### config.mk
export PLATFORM = sky130hd
export DESIGN_NAME = dpe_demultiplexer
export DESIGN_NICKNAME = d
export VERILOG_FILES = /design/src/rtl/dpe_demultiplexer_pkg.sv /design/src/rtl/dpe_demultiplexer_stage.sv /design/src/rtl/dpe_demultiplexer.sv
export SDC_FILE = /design/constraint.sdc
export NUM_CORES = 1
export LEC_CHECK = 0
export BUFFER_PORTS_ARGS = -buffer_cell sky130_fd_sc_hd__buf_2
export CAP_MARGIN = 10
export CORE_AREA = 2 2 363 365
export CTS_CLUSTER_DIAMETER = 40
export CTS_CLUSTER_SIZE = 40
export DETAILED_ROUTE_END_ITERATION = 8
export DIE_AREA = 0 0 365 367
export SLEW_MARGIN = 20
export SYNTH_ARGS = -nofsm -noshare
export SYNTH_HDL_FRONTEND = slang
export SYNTH_SLANG_ARGS = --single-unit
### constraint.sdc
create_clock -name clk -period 14.2 [get_ports clk]
set_input_delay 1.42 -clock clk [delete_from_list [all_inputs] [get_ports clk]]
set_output_delay 1.42 -clock clk [all_outputs]
set_load 0.01 [all_outputs]
### src/rtl/dpe_demultiplexer_pkg.sv
// Shared definitions for the DPE packet demultiplexer: destination count,
// FSM state encoding and the one-hot destination test.
package dpe_demultiplexer_pkg;

    // Number of destination streams; one tuser bit selects each of them.
    localparam int unsigned NUM_DEST = 5;

    // Packet-level FSM states.
    typedef logic [1:0] state_t;
    localparam state_t ST_IDLE = 2'd0;
    localparam state_t ST_HEAD = 2'd1;
    localparam state_t ST_PASS = 2'd2;
    localparam state_t ST_DROP = 2'd3;

    // A destination is routable only when exactly one select bit is set.
    function automatic logic is_onehot(input logic [NUM_DEST-1:0] v);
        return (v != '0) && ((v & (v - NUM_DEST'(1))) == '0);
    endfunction

endpackage

### src/rtl/dpe_demultiplexer_stage.sv
// Single-beat registered output stage for one demultiplexer destination.
// Loads and unloads in the same cycle, so a ready sink sees one beat/cycle.
module dpe_demux_stage
    import dpe_demultiplexer_pkg::*;
#(
    parameter int unsigned TDATA_WIDTH = 128,
    parameter int unsigned TUSER_WIDTH = 5
) (
    input  logic                     i_clk,
    input  logic                     i_rst,
    input  logic                     i_load,
    input  logic [TDATA_WIDTH-1:0]   i_tdata,
    input  logic [TDATA_WIDTH/8-1:0] i_tkeep,
    input  logic                     i_tlast,
    input  logic [TUSER_WIDTH-1:0]   i_tuser,
    output logic                     o_ready,
    output logic                     o_tvalid,
    input  logic                     i_tready,
    output logic [TDATA_WIDTH-1:0]   o_tdata,
    output logic [TDATA_WIDTH/8-1:0] o_tkeep,
    output logic                     o_tlast,
    output logic [TUSER_WIDTH-1:0]   o_tuser
);

    logic r_vld;

    // Valid flag: set on load, cleared when the sink takes the beat.
    always_ff @(posedge i_clk or posedge i_rst) begin
        if (i_rst) begin
            r_vld <= 1'b0;
        end else if (i_load) begin
            r_vld <= 1'b1;
        end else if (i_tready) begin
            r_vld <= 1'b0;
        end
    end

    // Payload register; contents are only meaningful while r_vld is set.
    always_ff @(posedge i_clk) begin
        if (i_load) begin
            o_tdata <= i_tdata;
            o_tkeep <= i_tkeep;
            o_tlast <= i_tlast;
            o_tuser <= i_tuser;
        end
    end

    // Stage can accept a new beat when empty or draining this cycle.
    always_comb begin
        o_ready  = !r_vld || i_tready;
        o_tvalid = r_vld;
    end

endmodule

### src/rtl/dpe_demultiplexer.sv
// Packet demultiplexer: routes each packet to the output selected by the
// one-hot tuser of its first beat, drops packets with an invalid select,
// and parks in IDLE at a packet boundary when pause is requested.
module dpe_demultiplexer
    import dpe_demultiplexer_pkg::*;
#(
    parameter int unsigned TDATA_WIDTH = 128,
    parameter int unsigned TUSER_WIDTH = 5
) (
    input  logic                                      clk,
    input  logic                                      rst,
    input  logic                                      pause,
    output logic                                      is_idle,
    input  logic                                      inp_tvalid,
    output logic                                      inp_tready,
    input  logic [TDATA_WIDTH-1:0]                    inp_tdata,
    input  logic [TDATA_WIDTH/8-1:0]                  inp_tkeep,
    input  logic                                      inp_tlast,
    input  logic [TUSER_WIDTH-1:0]                    inp_tuser,
    output logic [NUM_DEST-1:0]                       outp_tvalid,
    input  logic [NUM_DEST-1:0]                       outp_tready,
    output logic [NUM_DEST-1:0][TDATA_WIDTH-1:0]      outp_tdata,
    output logic [NUM_DEST-1:0][TDATA_WIDTH/8-1:0]    outp_tkeep,
    output logic [NUM_DEST-1:0]                       outp_tlast,
    output logic [NUM_DEST-1:0][TUSER_WIDTH-1:0]      outp_tuser,
    output logic [15:0]                               drop_cnt
);

    state_t              r_state;
    state_t              w_next_state;
    logic [NUM_DEST-1:0] r_dest;
    logic [NUM_DEST-1:0] w_hdr_dest;
    logic [NUM_DEST-1:0] w_cur_dest;
    logic [NUM_DEST-1:0] w_stage_ready;
    logic [NUM_DEST-1:0] w_load;
    logic                w_hdr_ok;
    logic                w_sel_ready;
    logic                w_hs;
    logic                w_drop_pkt;
    logic [15:0]         r_drop_cnt;

    // Routing decode, input handshake and per-output load strobes.
    always_comb begin
        w_hdr_dest  = inp_tuser[NUM_DEST-1:0];
        w_hdr_ok    = is_onehot(w_hdr_dest);
        // First beat routes on its own tuser; later beats use the latched select.
        w_cur_dest  = (r_state == ST_HEAD) ? w_hdr_dest : r_dest;
        w_sel_ready = |(w_cur_dest & w_stage_ready);
        case (r_state)
            ST_HEAD: inp_tready = w_hdr_ok ? w_sel_ready : 1'b1;
            ST_PASS: inp_tready = w_sel_ready;
            ST_DROP: inp_tready = 1'b1;
            default: inp_tready = 1'b0;
        endcase
        w_hs       = inp_tvalid && inp_tready;
        w_drop_pkt = w_hs && (r_state == ST_HEAD) && !w_hdr_ok;
        w_load     = '0;
        if (w_hs && (((r_state == ST_HEAD) && w_hdr_ok) || (r_state == ST_PASS))) begin
            w_load = w_cur_dest;
        end
    end

    // Next-state logic; pause is honoured only in HEAD or at a tlast handshake.
    always_comb begin
        w_next_state = r_state;
        case (r_state)
            ST_IDLE: begin
                if (!pause) w_next_state = ST_HEAD;
            end
            ST_HEAD: begin
                if (!inp_tvalid) begin
                    if (pause) w_next_state = ST_IDLE;
                end else if (w_hs) begin
                    if (inp_tlast)     w_next_state = pause ? ST_IDLE : ST_HEAD;
                    else if (w_hdr_ok) w_next_state = ST_PASS;
                    else               w_next_state = ST_DROP;
                end
            end
            default: begin
                if (w_hs && inp_tlast) w_next_state = pause ? ST_IDLE : ST_HEAD;
            end
        endcase
    end

    // FSM state, latched destination and saturating drop counter.
    always_ff @(posedge clk or posedge rst) begin
        if (rst) begin
            r_state    <= ST_IDLE;
            r_dest     <= '0;
            r_drop_cnt <= '0;
        end else begin
            r_state <= w_next_state;
            if (w_hs && (r_state == ST_HEAD) && w_hdr_ok) begin
                r_dest <= w_hdr_dest;
            end
            if (w_drop_pkt && (r_drop_cnt != '1)) begin
                r_drop_cnt <= r_drop_cnt + 16'd1;
            end
        end
    end

    // Status outputs.
    always_comb begin
        drop_cnt = r_drop_cnt;
        is_idle  = (r_state == ST_IDLE) && (outp_tvalid == '0);
    end

    for (genvar k = 0; k < NUM_DEST; k++) begin : g_stage
        dpe_demux_stage #(
            .TDATA_WIDTH(TDATA_WIDTH),
            .TUSER_WIDTH(TUSER_WIDTH)
        ) u_stage (
            .i_clk    (clk),
            .i_rst    (rst),
            .i_load   (w_load[k]),
            .i_tdata  (inp_tdata),
            .i_tkeep  (inp_tkeep),
            .i_tlast  (inp_tlast),
            .i_tuser  (TUSER_WIDTH'(w_cur_dest)),
            .o_ready  (w_stage_ready[k]),
            .o_tvalid (outp_tvalid[k]),
            .i_tready (outp_tready[k]),
            .o_tdata  (outp_tdata[k]),
            .o_tkeep  (outp_tkeep[k]),
            .o_tlast  (outp_tlast[k]),
            .o_tuser  (outp_tuser[k])
        );
    end

endmodule

-- After elaboration in Yosys (flattened, before gate mapping)
Cells that the tools add are included.
- $add $sub $neg: 2
- $mul: 0
- divide/modulo/power cells: 0
- order comparisons: 0
- equal/unequal tests: 7
- shifts and indexed selects: 0
- muxes and demuxes: 23
- bitwise logic cells: 2
- reductions and logical operators: 34
- operator list (cell ; count):
    16-bit by 1-bit adder with 16-bit output, second input constant ; 1
    16-bit != test, second input constant ; 1
    1-bit two-way mux ; 13
    2-bit two-way mux ; 6
    5-bit AND ; 2
    1-bit logical AND ; 10
    5-bit zero test ; 2
    5-bit two-way mux ; 2
    2-bit nonzero test ; 5
    1-bit zero test ; 6
    1-bit logical OR ; 6
    3-bit != test, second input constant ; 2
    5-bit nonzero test ; 1
    5-bit OR reduction ; 1
    5-bit by 1-bit subtractor with 5-bit output, second input constant ; 1
    2-bit equality test, second input constant ; 2
    2-bit one-hot mux with 2 select lines ; 1
    4-bit AND reduction ; 1
    1-bit one-hot mux with 3 select lines ; 1
    3-bit nonzero test ; 1
    2-bit by 1-bit equality test with 1-bit output, second input constant ; 1
    2-bit zero test ; 1
    2-bit != test, second input constant ; 1
- flip-flop bits (word level): 778
- bits in latches: 0
- memory bits (writable): 0
- memory bits (read-only): 0
- input bits: 159
- word-level logic and storage cells: 96
- memories: 0

-- Depth between registers and ports, before layout
Gate-level depths: netlist of the first run.
- depth after elaboration: 10
- depth in mapped cells: 7
- depth with buffers taken out: 6

-- Modules after synthesis
A second synthesis of the first run with hierarchy kept.
- cells, all modules: 912
- area, all modules: 24186.9 µm²
- modules (own cells, without submodules) (module ; instances ; cells each ; area each (µm²)):
    dpe_demux_stage ; 5 ; 154 ; 4555.6
    dpe_demultiplexer ; 1 ; 142 ; 1408.9

-- Least setup slack after synthesis of the first run
Ideal clock, no wire load.
- path type: in2reg
- start: in inp_tuser[2]
- end: reg g_stage[0].u_stage.o_tdata[0], enable pin
- setup time: 843 ps
- arrival: 12551 ps
- required time: 13357 ps
- setup slack: 806 ps
- cell stages on the path: 6
- cells stage by stage: nor3b_1 -> a22oi_1 -> nand2_1 -> clkbuf_1 -> a21oi_1 -> nor3_1
- longest elaborated chain between the ends: 9
- elaborated cells between the ends (all ways): 15
- RTL lines (element ; line ; text):
    from (decl) ; dpe_demultiplexer.sv:19 ; input logic [TUSER_WIDTH-1:0] inp_tuser,
    5-bit by 1-bit subtractor with 5-bit output ; dpe_demultiplexer_pkg.sv:17 ; return (v != '0) && ((v & (v - NUM_DEST'(1))) == '0);
    5-bit AND ; dpe_demultiplexer_pkg.sv:17 ;
    5-bit zero test ; dpe_demultiplexer_pkg.sv:17 ;
    1-bit logical AND ; dpe_demultiplexer_pkg.sv:17 ;
    1-bit two-way mux ; dpe_demultiplexer.sv:50 ; ST_HEAD: inp_tready = w_hdr_ok ? w_sel_ready : 1'b1;
    1-bit one-hot mux with 3 select lines ; dpe_demultiplexer.sv:49 ; case (r_state)
    1-bit logical AND ; dpe_demultiplexer.sv:55 ; w_hs = inp_tvalid && inp_tready;
    1-bit logical AND * ; dpe_demultiplexer.sv:58 ; if (w_hs && (((r_state == ST_HEAD) && w_hdr_ok) || (r_state == ST_PASS))) begin
    5-bit two-way mux * ; dpe_demultiplexer.sv:58 ;
    net g_stage[0].u_stage.i_load ; dpe_demultiplexer_stage.sv:11 ; input logic i_load,
    to (signal assigned) ; dpe_demultiplexer_stage.sv:41 ; o_tdata <= i_tdata;
    to (decl) ; dpe_demultiplexer_stage.sv:19 ; output logic [TDATA_WIDTH-1:0] o_tdata,
The timed path passes the listed nets; every way through them passes the cells marked *.
A chain may end at the register's enable or synchronous reset.

-- Worst setup path in the final report of the first run
- start: reg r_state[0]
- end: out inp_tready
- longest elaborated chain between the ends: 6
- elaborated cells between the ends (all ways): 8
- RTL lines (element ; line ; text):
    from (decl) ; dpe_demultiplexer.sv:29 ; state_t r_state;
    from (signal assigned) ; dpe_demultiplexer.sv:92 ; r_state <= w_next_state;
    2-bit by 1-bit equality test with 1-bit output * ; dpe_demultiplexer.sv:47 ; w_cur_dest = (r_state == ST_HEAD) ? w_hdr_dest : r_dest;
    5-bit two-way mux * ; dpe_demultiplexer.sv:47 ;
    net g_stage[0].u_stage.i_tuser[4] ; dpe_demultiplexer_stage.sv:15 ; input logic [TUSER_WIDTH-1:0] i_tuser,
    5-bit AND * ; dpe_demultiplexer.sv:48 ; w_sel_ready = |(w_cur_dest & w_stage_ready);
    5-bit OR reduction * ; dpe_demultiplexer.sv:48 ;
    1-bit two-way mux ; dpe_demultiplexer.sv:50 ;
    1-bit one-hot mux with 3 select lines * ; dpe_demultiplexer.sv:49 ;
    to (decl) ; dpe_demultiplexer.sv:15 ; output logic inp_tready,
Marks and branches as above.

==> run_results.csv, run 1 <==
group,metric,value,unit
outcome,outcome,"finished clean",
floorplanning,core_area,0.130,mm²
timing,fin_crit,5.27,ns
final_layout,fin_nets,2100,
worst_setup_path,worstSetupPathType,"flop to output pin",
clock_network,hold_buffers,0,
global_route,grt_pass1_wl,100000,µm
final_layout,seq_area,0.0232,mm²
final_layout,area_delta_synth_final,42.3,%
logic_synthesis,synthCells,916,
global_route,grt.overflow.total,0,
floorplanning,ioPinCount,932,
timing,rsz0062_at_grt,"no",
timing,tightestPinTransition,0.933,ns
final_layout,final_core_util,26.3,%
worst_setup_path,arrival,3.85,ns
logic_synthesis,yosysWarnings,0,
power_and_ir_drop,swShare,27.7,%
clock_network,clk_pin_slew_worst_paths,0.06,ns
run,maxCapViolCount,0,
worst_setup_path,worstSetupStartpoint,"r_state[0]",
logic_synthesis,seq_area_frac_synth,96.2,%
global_route,grt_antenna_before_repair,37,
clock_network,ctsResizeCount,0,
clock_network,cts_made_buffers,93,
logic_synthesis,syn_area,0.0241,mm²
floorplanning,fp-row-count,133,
worst_setup_path,cp_max_fo,7,
power_and_ir_drop,power.share.clock,40.7,%
power_and_ir_drop,peakVddDrop,0.109,mV
route,route.antenna.remaining_nets,0,
power_and_ir_drop,p_int,4.37,mW
floorplanning,die_area,0.134,mm²
global_route,grtUsageTotal,10.7,%
power_and_ir_drop,p_total,6.04,mW
power_and_ir_drop,pwr-share-comb,11.5,%
power_and_ir_drop,p_leak,12.8,nW
route,dr.first_iter.drc_count,1034,
logic_synthesis,avgSynthCellArea,26.3,µm²
timing,hold_viol,0,
logic_synthesis,synth-edff-count,750,
logic_synthesis,synthDistinctLibCells,39,
logic_synthesis,async_reset_ff_share,3.60,%
clock_network,cts_setup_buffers,0,
final_layout,nFillCells,13400,
route,vias,13400,
timing,period_share,37.1,%
global_route,grt_pass1_vias,13100,
worst_setup_path,regToRegStartpoint,"r_state[0]",
timing,finalSetupTns,0,ns
clock_network,root_buffer,"clkbuf_16",
final_layout,multi_input_area,810,µm²
logic_synthesis,syn_nets,1076,
logic_synthesis,ys_ff_latch,778,
floorplanning,die_x,365,µm
worst_setup_path,cp-end-kind,"output pin",
timing,finalMaxSlewViolations,0,
route,drc,0,
route,firstDrtPassIters,5,
timing,fin_skew,0.0230,ns
worst_hold_path,hold_class,"flop to flop",
power_and_ir_drop,powerDensity,176,mW/mm²
logic_synthesis,ys.flop_type,"edfxtp_1",
placement,hpwl,54700,µm
clock_network,clock_path_buffers,3,
timing,maxSlewHeadroom,37.8,%
route,routed_wirelength,75600,µm
timing,finalSetupViolations,0,
clock_network,cts_tree,"built",
power_and_ir_drop,p_sw,1.67,mW
placement,io_buffer_count,931,
placement,place.gp.congestion,0.840,
worst_hold_path,worstHoldStart,"drop_cnt[15]",
final_layout,drive_gt1_share,56.1,%
timing,max_freq,190,MHz
route,wl_per_cell,20.0,µm
clock_network,h-tree-depth,3,
floorplanning,die_y,367,µm
clock_network,cts_sinks,778,
worst_setup_path,start_kind,"flop",
clock_network,clock_latency,0.70,ns
power_and_ir_drop,p_seq_share,47.8,%
global_route,grt_start_max_net_pins,103,
route,via_per_inst,3.55,
worst_setup_path,required,12.78,ns
floorplanning,start_util,18.5,%
==> power groups by stage <==
stage | clock, mW | sequential (mW) | combinational (mW)
floorplan | 0 | 3.14 | 0.194
global placement | 0 | 2.93 | 0.709
detailed placement | 0 | 2.93 | 0.721
CTS | 2.52 | 2.89 | 0.721
global route | 2.60 | 2.91 | 0.747
finish | 2.46 | 2.89 | 0.697
==> critical path, cell delays in order, from the launching register on <==
cell	delay (ns)
dfrtp_1	0.46
nor2b_1	0.56
mux2_1	0.53
a222oi_1	0.74
and2_1	0.47
a2bb2oi_1	0.20
buf_2	0.19
==> synthesized netlist by cell type, types with 2 or more instances <==
cell type,count,area share [%]
a22oi_1,2,0.062
and4_1,2,0.073
a21oi_1,3,0.062
nor2b_1,3,0.078
mux2_4,2,0.12
nor3_1,14,0.29
inv_1,6,0.093
clkbuf_1,4,0.062
buf_4,10,0.31
o21ai_0,7,0.15
nor2_1,5,0.078
a31oi_1,2,0.052
mux2_2,8,0.37
and2_1,2,0.052
xnor2_1,7,0.25
nand2b_1,5,0.13
nand3_1,8,0.17
dfrtp_1,28,2.9
edfxtp_1,750,93
xor2_1,9,0.33
nand2_1,13,0.20
nor4_1,4,0.10
nand4_1,6,0.16
==> path summary, 6_finish.rpt <==
kind	end	slack [ns]	cells past startpoint
worst min-delay path	drop_cnt[15]	0.50	1
worst max-delay path	inp_tready	8.93	6
min in group asynchronous	r_dest[0]	0.82	2
worst min register to register	drop_cnt[15]	0.50	1
worst max register to register	g_stage[2].u_stage.o_tdata[84]	9.95	7
max in group asynchronous	drop_cnt[10]	12.94	2
==> sequential cells by signal, indices dropped and copies added, names as in the netlist <==
name and count:
g_stage.u_stage.o_tkeep 80, g_stage.u_stage.o_tvalid 5, r_dest 5, drop_cnt 16, g_stage.u_stage.o_tdata 640, g_stage.u_stage.o_tuser 25, r_state 2, g_stage.u_stage.o_tlast 5
==> per-stage QoR <==
step | hold slack, ns | cell area (µm²) | worst slack (ns) | cells
after floorplan | 0.473 | 24100 | 0.806 | 916
after global placement | 0.483 | 31000 | 9.30 | 3600
after detailed placement | 0.484 | 31000 | 9.19 | 3600
after CTS | 0.494 | 34300 | 8.89 | 3773
after global routing | 0.515 | 34300 | 8.70 | 3774
final | 0.496 | 34300 | 8.93 | 3783
==> final cells by class <==
class | instances | area share (%)
clock inverter | 79 | 2.75
tap | 1755 | 6.39
clock buffer | 94 | 6.79
timing repair buffer | 945 | 13.9
inverter | 6 | 0.0656
antenna | 10 | 0.0729
sequential | 778 | 67.6
multi-input combinational | 116 | 2.36
==> routing by layer <==
metal / part of all wire (%) / global-route usage [%]
met3: 11 / 4.46
met4: 3.5 / 4.77
met1: 35 / 11.6
met2: 50 / 18.1
met5: 0.17 / 0
==> cell families after synthesis <==
family	synth area share [%]
compound gates	0.560
xor+xnor	0.581
fa+ha+maj	0.0518
buf+inv	0.534
flops	96.2
mux	0.544
simple gates	1.51
==> cells in the final DEF, fill, tap and decap left out, drive strengths merged, types with 2 or more instances in the layout <==
master / n
buf: 945
o21ai: 7
xnor2: 7
nor2: 5
mux2: 11
dfrtp: 28
and4: 2
a22oi: 2
clkinvlp: 15
nor4: 4
nor3: 14
clkbuf: 94
nor2b: 3
diode: 10
clkinv: 25
bufinv: 4
edfxtp: 750
a21oi: 3
and2: 2
a31oi: 2
nand2b: 5
xor2: 9
inv: 41
nand2: 13
nand4: 6
nand3: 8
Power figures use the tool's default switching activity.
==> run 2: changes to the inputs <==
Settings changed: ABC_AREA from default to 1, CORE_AREA 2 2 363 365 to 2 2 365 367, DIE_AREA 0 0 365 367 to 0 0 367 369.
Clock period 14.2 ns to 5 ns, I/O delays scaled along.
==> run 2 against run 1 <==
Synthesized area rose by 0.81%. Clock-buffer cell count rose by 9. Sequential share of layout area fell by 2.6 points. Flip-flop and latch count did not move. Design area rose by 4.0%. Utilization rose by 0.91 points. Worst hold slack got worse by 0.42 ns. Clock power rose to 2.9 times the previous value.
==> run_results.csv, run 2 <==
group,metric,value,unit
final_layout,drive_gt1_share,51.5,%
timing,maxSlewHeadroom,39.5,%
timing,finalSetupViolations,0,
logic_synthesis,post_synth_mux_area_share,0,%
clock_network,clk_pin_slew_worst_paths,0.08,ns
global_route,grt.overflow.total,0,
placement,io_buffer_count,931,
logic_synthesis,ys.flop_type,"edfxtp_1",
logic_synthesis,yosysWarnings,0,
route,via_per_inst,3.56,
clock_network,root_buffer,"clkbuf_16",
global_route,grtUsageTotal,11.0,%
logic_synthesis,synth-edff-count,750,
final_layout,largest_reg_flops,640,
route,route.antenna.remaining_nets,0,
route,wl_met3,7980,µm
clock_network,cts_setup_buffers,0,
final_layout,seq_area,0.0232,mm²
worst_setup_path,cp-end-kind,"flop",
route,vias,14100,
final_layout,fin_area,0.0357,mm²
global_route,grt_pass1_vias,14300,
floorplanning,die_y,369,µm
logic_synthesis,synthTopCellsByArea,"edfxtp_1, dfrtp_1, nand2_1, inv_1, xor2_1",
timing,fin_skew,0.0417,ns
power_and_ir_drop,pwr-share-comb,16.7,%
route,route.met2.wl,39200,µm
route,wl_met1,28300,µm
route,wl_per_cell,19.7,µm
floorplanning,die_x,367,µm
timing,rsz0062_at_grt,"no",
placement,pre_cts_slack,1.38,ns
logic_synthesis,ys_ff_latch,778,
route,highest_layer,"met5",
final_layout,fin_nets,2278,
power_and_ir_drop,swShare,29.5,%
power_and_ir_drop,p_leak,13.5,nW
final_layout,final-instance-count-excl-fill,3968,
route,firstDrtPassIters,5,
run,maxCapViolCount,0,
final_layout,multi_input_area,883,µm²
logic_synthesis,avgSynthCellArea,24.4,µm²
power_and_ir_drop,p_int,13.5,mW
clock_network,h-tree-depth,3,
worst_setup_path,cp_slowest_cell,"nor2_4",
global_route,grt_antenna_before_repair,24,
timing,setup_ws,1.46,ns
final_layout,final_core_util,27.2,%
final_layout,nFillCells,13300,
worst_setup_path,worstSetupPathType,"flop to flop",
route,routed_wirelength,78300,µm
logic_synthesis,synth_common_cells,"edfxtp_1, nand2_1, inv_1, dfrtp_1, nor2_1",
clock_network,clock_latency,0.71,ns
worst_hold_path,hold_class,"primary input to flop",
final_layout,reg.largest.list,"g_stage.u_stage.o_tdata x640, g_stage.u_stage.o_tkeep x80, g_stage.u_stage.o_tuser x25",
logic_synthesis,seq_area_frac_synth,95.4,%
worst_setup_path,required,5.34,ns
timing,finalMaxSlewViolations,0,
timing,whs,0.0787,ns
clock_network,cts_tree,"built",
worst_setup_path,start_kind,"flop",
logic_synthesis,synth-simple-area-share,2.29,%
floorplanning,start_util,18.6,%
global_route,grt_start_max_net_pins,96,
logic_synthesis,yosysMostFrequentCell,"edfxtp_1",
route,drc,0,
logic_synthesis,synth_fa_ha_area_share,0.0514,%
logic_synthesis,synthCells,997,
worst_setup_path,arrival,3.88,ns
placement,dp.cells,3691,
power_and_ir_drop,powerDensity,537,mW/mm²
clock_network,ctsResizeCount,0,
placement,place.gp.congestion,0.838,
logic_synthesis,synth_xor_area_share,0.535,%
floorplanning,fp-row-count,133,
logic_synthesis,synthDistinctLibCells,27,
clock_network,clock_path_buffers,3,
logic_synthesis,synth_compound_area_share,0.597,%
floorplanning,die_area,0.135,mm²
logic_synthesis,synth_top_cell_by_area,"edfxtp_1",
outcome,outcome,"finished clean",
final_layout,mostFrequentLayoutCell,"buf_2",
power_and_ir_drop,p_sw,5.66,mW
worst_setup_path,path_cells,"inv_1 -> nand2_2 -> o21ai_1 -> nand2_1 -> nand2_1 -> nor2_2 -> nand2_4 -> nand2_1 -> inv_1 -> nand3_2 -> nor2_4 -> buf_12",
timing,period_share,70.9,%
worst_setup_path,slowest_delay,0.69,ns
route,dr.first_iter.drc_count,1170,
timing,hold_viol,0,
timing,max_freq,282,MHz
placement,place_area,0.0314,mm²
logic_synthesis,syn_area,0.0243,mm²
logic_synthesis,synth.top_cell.area_share,92.6,%
placement,hpwl,57100,µm
global_route,grt_pass1_wl,106000,µm
floorplanning,core_area,0.131,mm²
final_layout,top_register,"g_stage.u_stage.o_tdata",
power_and_ir_drop,p_seq_share,46.1,%
clock_network,cts_made_buffers,95,
final_layout,area_delta_synth_final,46.8,%
timing,fin_crit,3.54,ns
clock_network,cts_sinks,778,
floorplanning,ioPinCount,932,
timing,tightestPinTransition,0.907,ns
logic_synthesis,synth_top_family_by_area,"simple AND/OR/NAND/NOR gates",
logic_synthesis,syn_nets,1157,
logic_synthesis,async_reset_ff_share,3.60,%
worst_setup_path,path_common_cell,"nand2_1",
final_layout,final_cell_mix,"buf_2, edfxtp_1, clkbuf_16",
worst_setup_path,cp_max_fo,67,
power_and_ir_drop,power.share.clock,37.2,%
power_and_ir_drop,peakVddDrop,0.351,mV
## run 2: path summary, 6_finish.rpt
| path | cells after the start | start | slack, ns | endpoint |
|---|---|---|---|---|
| worst min-delay path | 1 | inp_tdata[14] | 0.08 | g_stage[2].u_stage.o_tdata[14] |
| max in group asynchronous | 3 | rst | 4.08 | g_stage[4].u_stage.o_tvalid |
| worst max-delay path | 12 | r_state[1] | 1.46 | g_stage[4].u_stage.o_tdata[35] |
| min in group asynchronous | 3 | rst | 0.51 | drop_cnt[6] |
| worst min register to register | 2 | r_dest[2] | 0.49 | r_dest[2] |
| worst max register to register | 12 | r_state[1] | 1.46 | g_stage[4].u_stage.o_tdata[35] |
## run 2: cell families (layout without fill, tap and decap cells)
logic type | Yosys count | count (layout)
xor+xnor | 14 | 14
simple gates | 119 | 119
buf+inv | 57 | 1261
compound gates | 28 | 28
fa+ha+maj | 1 | 1
other cells | 0 | 12
flops | 778 | 778
## run 2: power by group through the flow
stage	Clock, mW	Sequential [mW]	Combinational (mW)
floorplan	0	9.60	0.855
global placement	0	8.96	3.20
detailed placement	0	8.97	3.24
CTS	7.32	8.86	3.30
global route	7.57	8.94	3.44
finish	7.14	8.85	3.20
## run 2: area by class of cell
cell class / instances / share of cell area, %
flip-flops and latches: 778 / 65.0
multi-input cells: 162 / 2.47
clock inverters: 77 / 2.67
inverters: 45 / 0.473
repair buffers: 1036 / 16.3
clock buffers: 103 / 6.80
diodes: 12 / 0.0841
well taps: 1755 / 6.15
## run 2: per-layer routing
layer / global-route usage, % / up-vias
li1: - / 6159
met1: 12.5 / 7030
met2: 18.6 / 787
met3: 3.79 / 142
met4: 5.23 / 8
met5: 0 / -
## run 2: what timing repair did
item,CTS,global route
endpoints found under the hold margin,410,0
hold buffers,85,0
setup endpoints to repair,0,0
## run 2: critical path, delay by kind of cell, from the launching register on
kind                   cells  cell delay [ns]
AND/OR/NAND/NOR            8             1.54
buffers and inverters      3             0.66
AO/OA/AOI/OAI              1             0.46
flip-flops                 1             0.41
## run 2: stage by stage
| step | power, mW | setup TNS [ns] |
|---|---|---|
| floorplan | 10.5 | -695.80 |
| global placement | 12.2 | 0 |
| detailed placement | 12.2 | 0 |
| CTS | 19.5 | 0 |
| global route | 19.9 | 0 |
| finish | 19.2 | 0 |
==> run 3: changes to the inputs <==
Clock period 5 ns to 3.5 ns, I/O delays scaled along.
==> run 3 against run 2 <==
Maximum frequency increased by 27%. Clock-buffer cell count up 10. Setup slack worse by 0.76 ns. Critical path depth unchanged. First-iteration DRC count decreased by 2.5%. Flip-flop and latch count unchanged. Global-route usage about the same. Non-clock buffer count grew 74. Design area rose by 2.5%.
==> run_results.csv, run 3 (same netlist as run 2, synthesis figures left out) <==
group,metric,value,unit
clock_network,clock_latency,0.69,ns
clock_network,cts_tree,"built",
floorplanning,die_x,367,µm
worst_setup_path,worstSetupStartpoint,"r_state[1]",
clock_network,cts_made_buffers,100,
timing,setup_ws,0.701,ns
placement,place.gp.congestion,0.848,
power_and_ir_drop,power.share.clock,37.6,%
worst_setup_path,regToRegStartpoint,"r_state[1]",
floorplanning,start_util,18.6,%
floorplanning,die_area,0.135,mm²
final_layout,area_delta_synth_final,50.4,%
timing,tightestPinTransition,0.846,ns
route,route.antenna.remaining_nets,0,
worst_hold_path,hold_class,"primary input to flop",
outcome,outcome,"finished clean",
clock_network,clock_path_buffers,3,
global_route,grt_pass1_wl,106000,µm
worst_setup_path,cp_max_fo,86,
global_route,grtUsageTotal,11.0,%
run,maxCapViolCount,0,
route,routed_wirelength,79100,µm
floorplanning,die_y,369,µm
final_layout,top_register,"g_stage.u_stage.o_tdata",
final_layout,final_core_util,27.9,%
clock_network,cts_sinks,778,
route,firstDrtPassIters,5,
power_and_ir_drop,peakVddDrop,0.542,mV
global_route,grt_pass1_vias,14400,
timing,maxSlewHeadroom,43.6,%
route,vias,14500,
clock_network,clk_pin_slew_worst_paths,0.05,ns
power_and_ir_drop,p_int,19.6,mW
route,via_per_inst,3.59,
floorplanning,ioPinCount,932,
worst_setup_path,start_kind,"flop",
timing,hold_viol,0,
final_layout,largest_reg_flops,640,
timing,period_share,80.0,%
worst_setup_path,arrival,3.10,ns
final_layout,mostFrequentLayoutCell,"buf_2",
global_route,grt_start_max_net_pins,87,
placement,hpwl,56600,µm
worst_setup_path,worstSetupPathType,"flop to flop",
global_route,grt_antenna_before_repair,18,
power_and_ir_drop,p_seq_share,45.4,%
global_route,grt.overflow.total,0,
power_and_ir_drop,pwr-share-comb,17.0,%
final_layout,drive_gt1_share,50.3,%
placement,pre_cts_slack,0.792,ns
clock_network,h-tree-depth,3,
route,dr.first_iter.drc_count,1141,
timing,fin_skew,0.0294,ns
power_and_ir_drop,p_leak,13.9,nW
timing,max_freq,357,MHz
worst_hold_path,worstHoldStart,"inp_tdata[54]",
clock_network,root_buffer,"clkbuf_16",
clock_network,ctsResizeCount,0,
power_and_ir_drop,swShare,29.4,%
timing,rsz0062_at_grt,"no",
floorplanning,fp-row-count,133,
placement,place_area,0.0315,mm²
timing,finalSetupTns,0,ns
route,wl_per_cell,19.6,µm
clock_network,cts_setup_buffers,0,
final_layout,fin_nets,2357,
timing,finalSetupViolations,0,
final_layout,final_cell_mix,"buf_2, edfxtp_1, dlygate4sd3_1",
route,drc,0,
timing,whs,0.0844,ns
final_layout,reg.largest.list,"g_stage.u_stage.o_tdata x640, g_stage.u_stage.o_tkeep x80, g_stage.u_stage.o_tuser x25",
floorplanning,core_area,0.131,mm²
power_and_ir_drop,p_sw,8.17,mW
timing,fin_crit,2.80,ns
placement,io_buffer_count,931,
power_and_ir_drop,powerDensity,760,mW/mm²
timing,finalMaxSlewViolations,0,
worst_setup_path,cp-end-kind,"flop",
worst_setup_path,required,3.81,ns
final_layout,fin_area,0.0366,mm²
## run 3: area by class of cell
cell class / instances / area (µm²)
tap: 1755 / 2200
timing repair buffer: 1110 / 6570
clock buffer: 113 / 2560
antenna: 2 / 5.00
clock inverter: 76 / 957
sequential: 778 / 23200
inverter: 45 / 169
fill: 13100 / 94500
multi-input combinational: 162 / 921
## run 3: power groups by stage
stage / Combinational, mW / Sequential [mW] / Clock (mW)
finish: 4.73 / 12.6 / 10.4
global route: 5.06 / 12.8 / 11.1
CTS: 4.83 / 12.6 / 10.7
detailed placement: 4.68 / 12.8 / 0
global placement: 4.64 / 12.8 / 0
floorplan: 1.29 / 13.6 / 0
## run 3: path summary, 6_finish.rpt
kind	endpoint	slack, ns	depth (start not counted)
max	g_stage[3].u_stage.o_tdata[71]	0.70	12
min	g_stage[4].u_stage.o_tdata[54]	0.08	1
max reg2reg	g_stage[3].u_stage.o_tdata[71]	0.70	12
min reg2reg	r_dest[2]	0.49	2
max in group asynchronous	drop_cnt[15]	2.69	3
min in group asynchronous	g_stage[3].u_stage.o_tvalid	0.39	3
## run 3: what timing repair did
action / in CTS / in global routing
hold buffers: 155 / 0
hold endpoints to repair: 750 / 0
setup endpoints to repair: 0 / 0
## run 3: per-stage QoR
stage          cells  total power [mW]
6_report        4041              27.8
5_1_grt         4040              28.9
4_1_cts         4039              28.2
3_5_place_dp    3695              17.5
3_3_place_gp    3695              17.4
2_1_floorplan    997              14.9
## run 3: per-layer routing
metal  vias up  part of all wire, %  global-route usage (%)
met3       128                  9.6                    3.95
met2       811                   51                    18.9
met4         2                  3.0                    4.52
met5         -                0.014                       0
met1      7262                   37                    12.4
li1       6301                    -                       -
## run 3: worst max-delay path, cell delays in order (launching register included)
cell	delay, ns
dfrtp_1	0.41
inv_2	0.13
nand2_4	0.12
o21ai_4	0.27
nand2_1	0.09
nand2_1	0.09
nor2_2	0.05
nand2_4	0.08
nand2_2	0.06
inv_2	0.07
nand3_4	0.18
nor2_4	0.20
buf_12	0.31
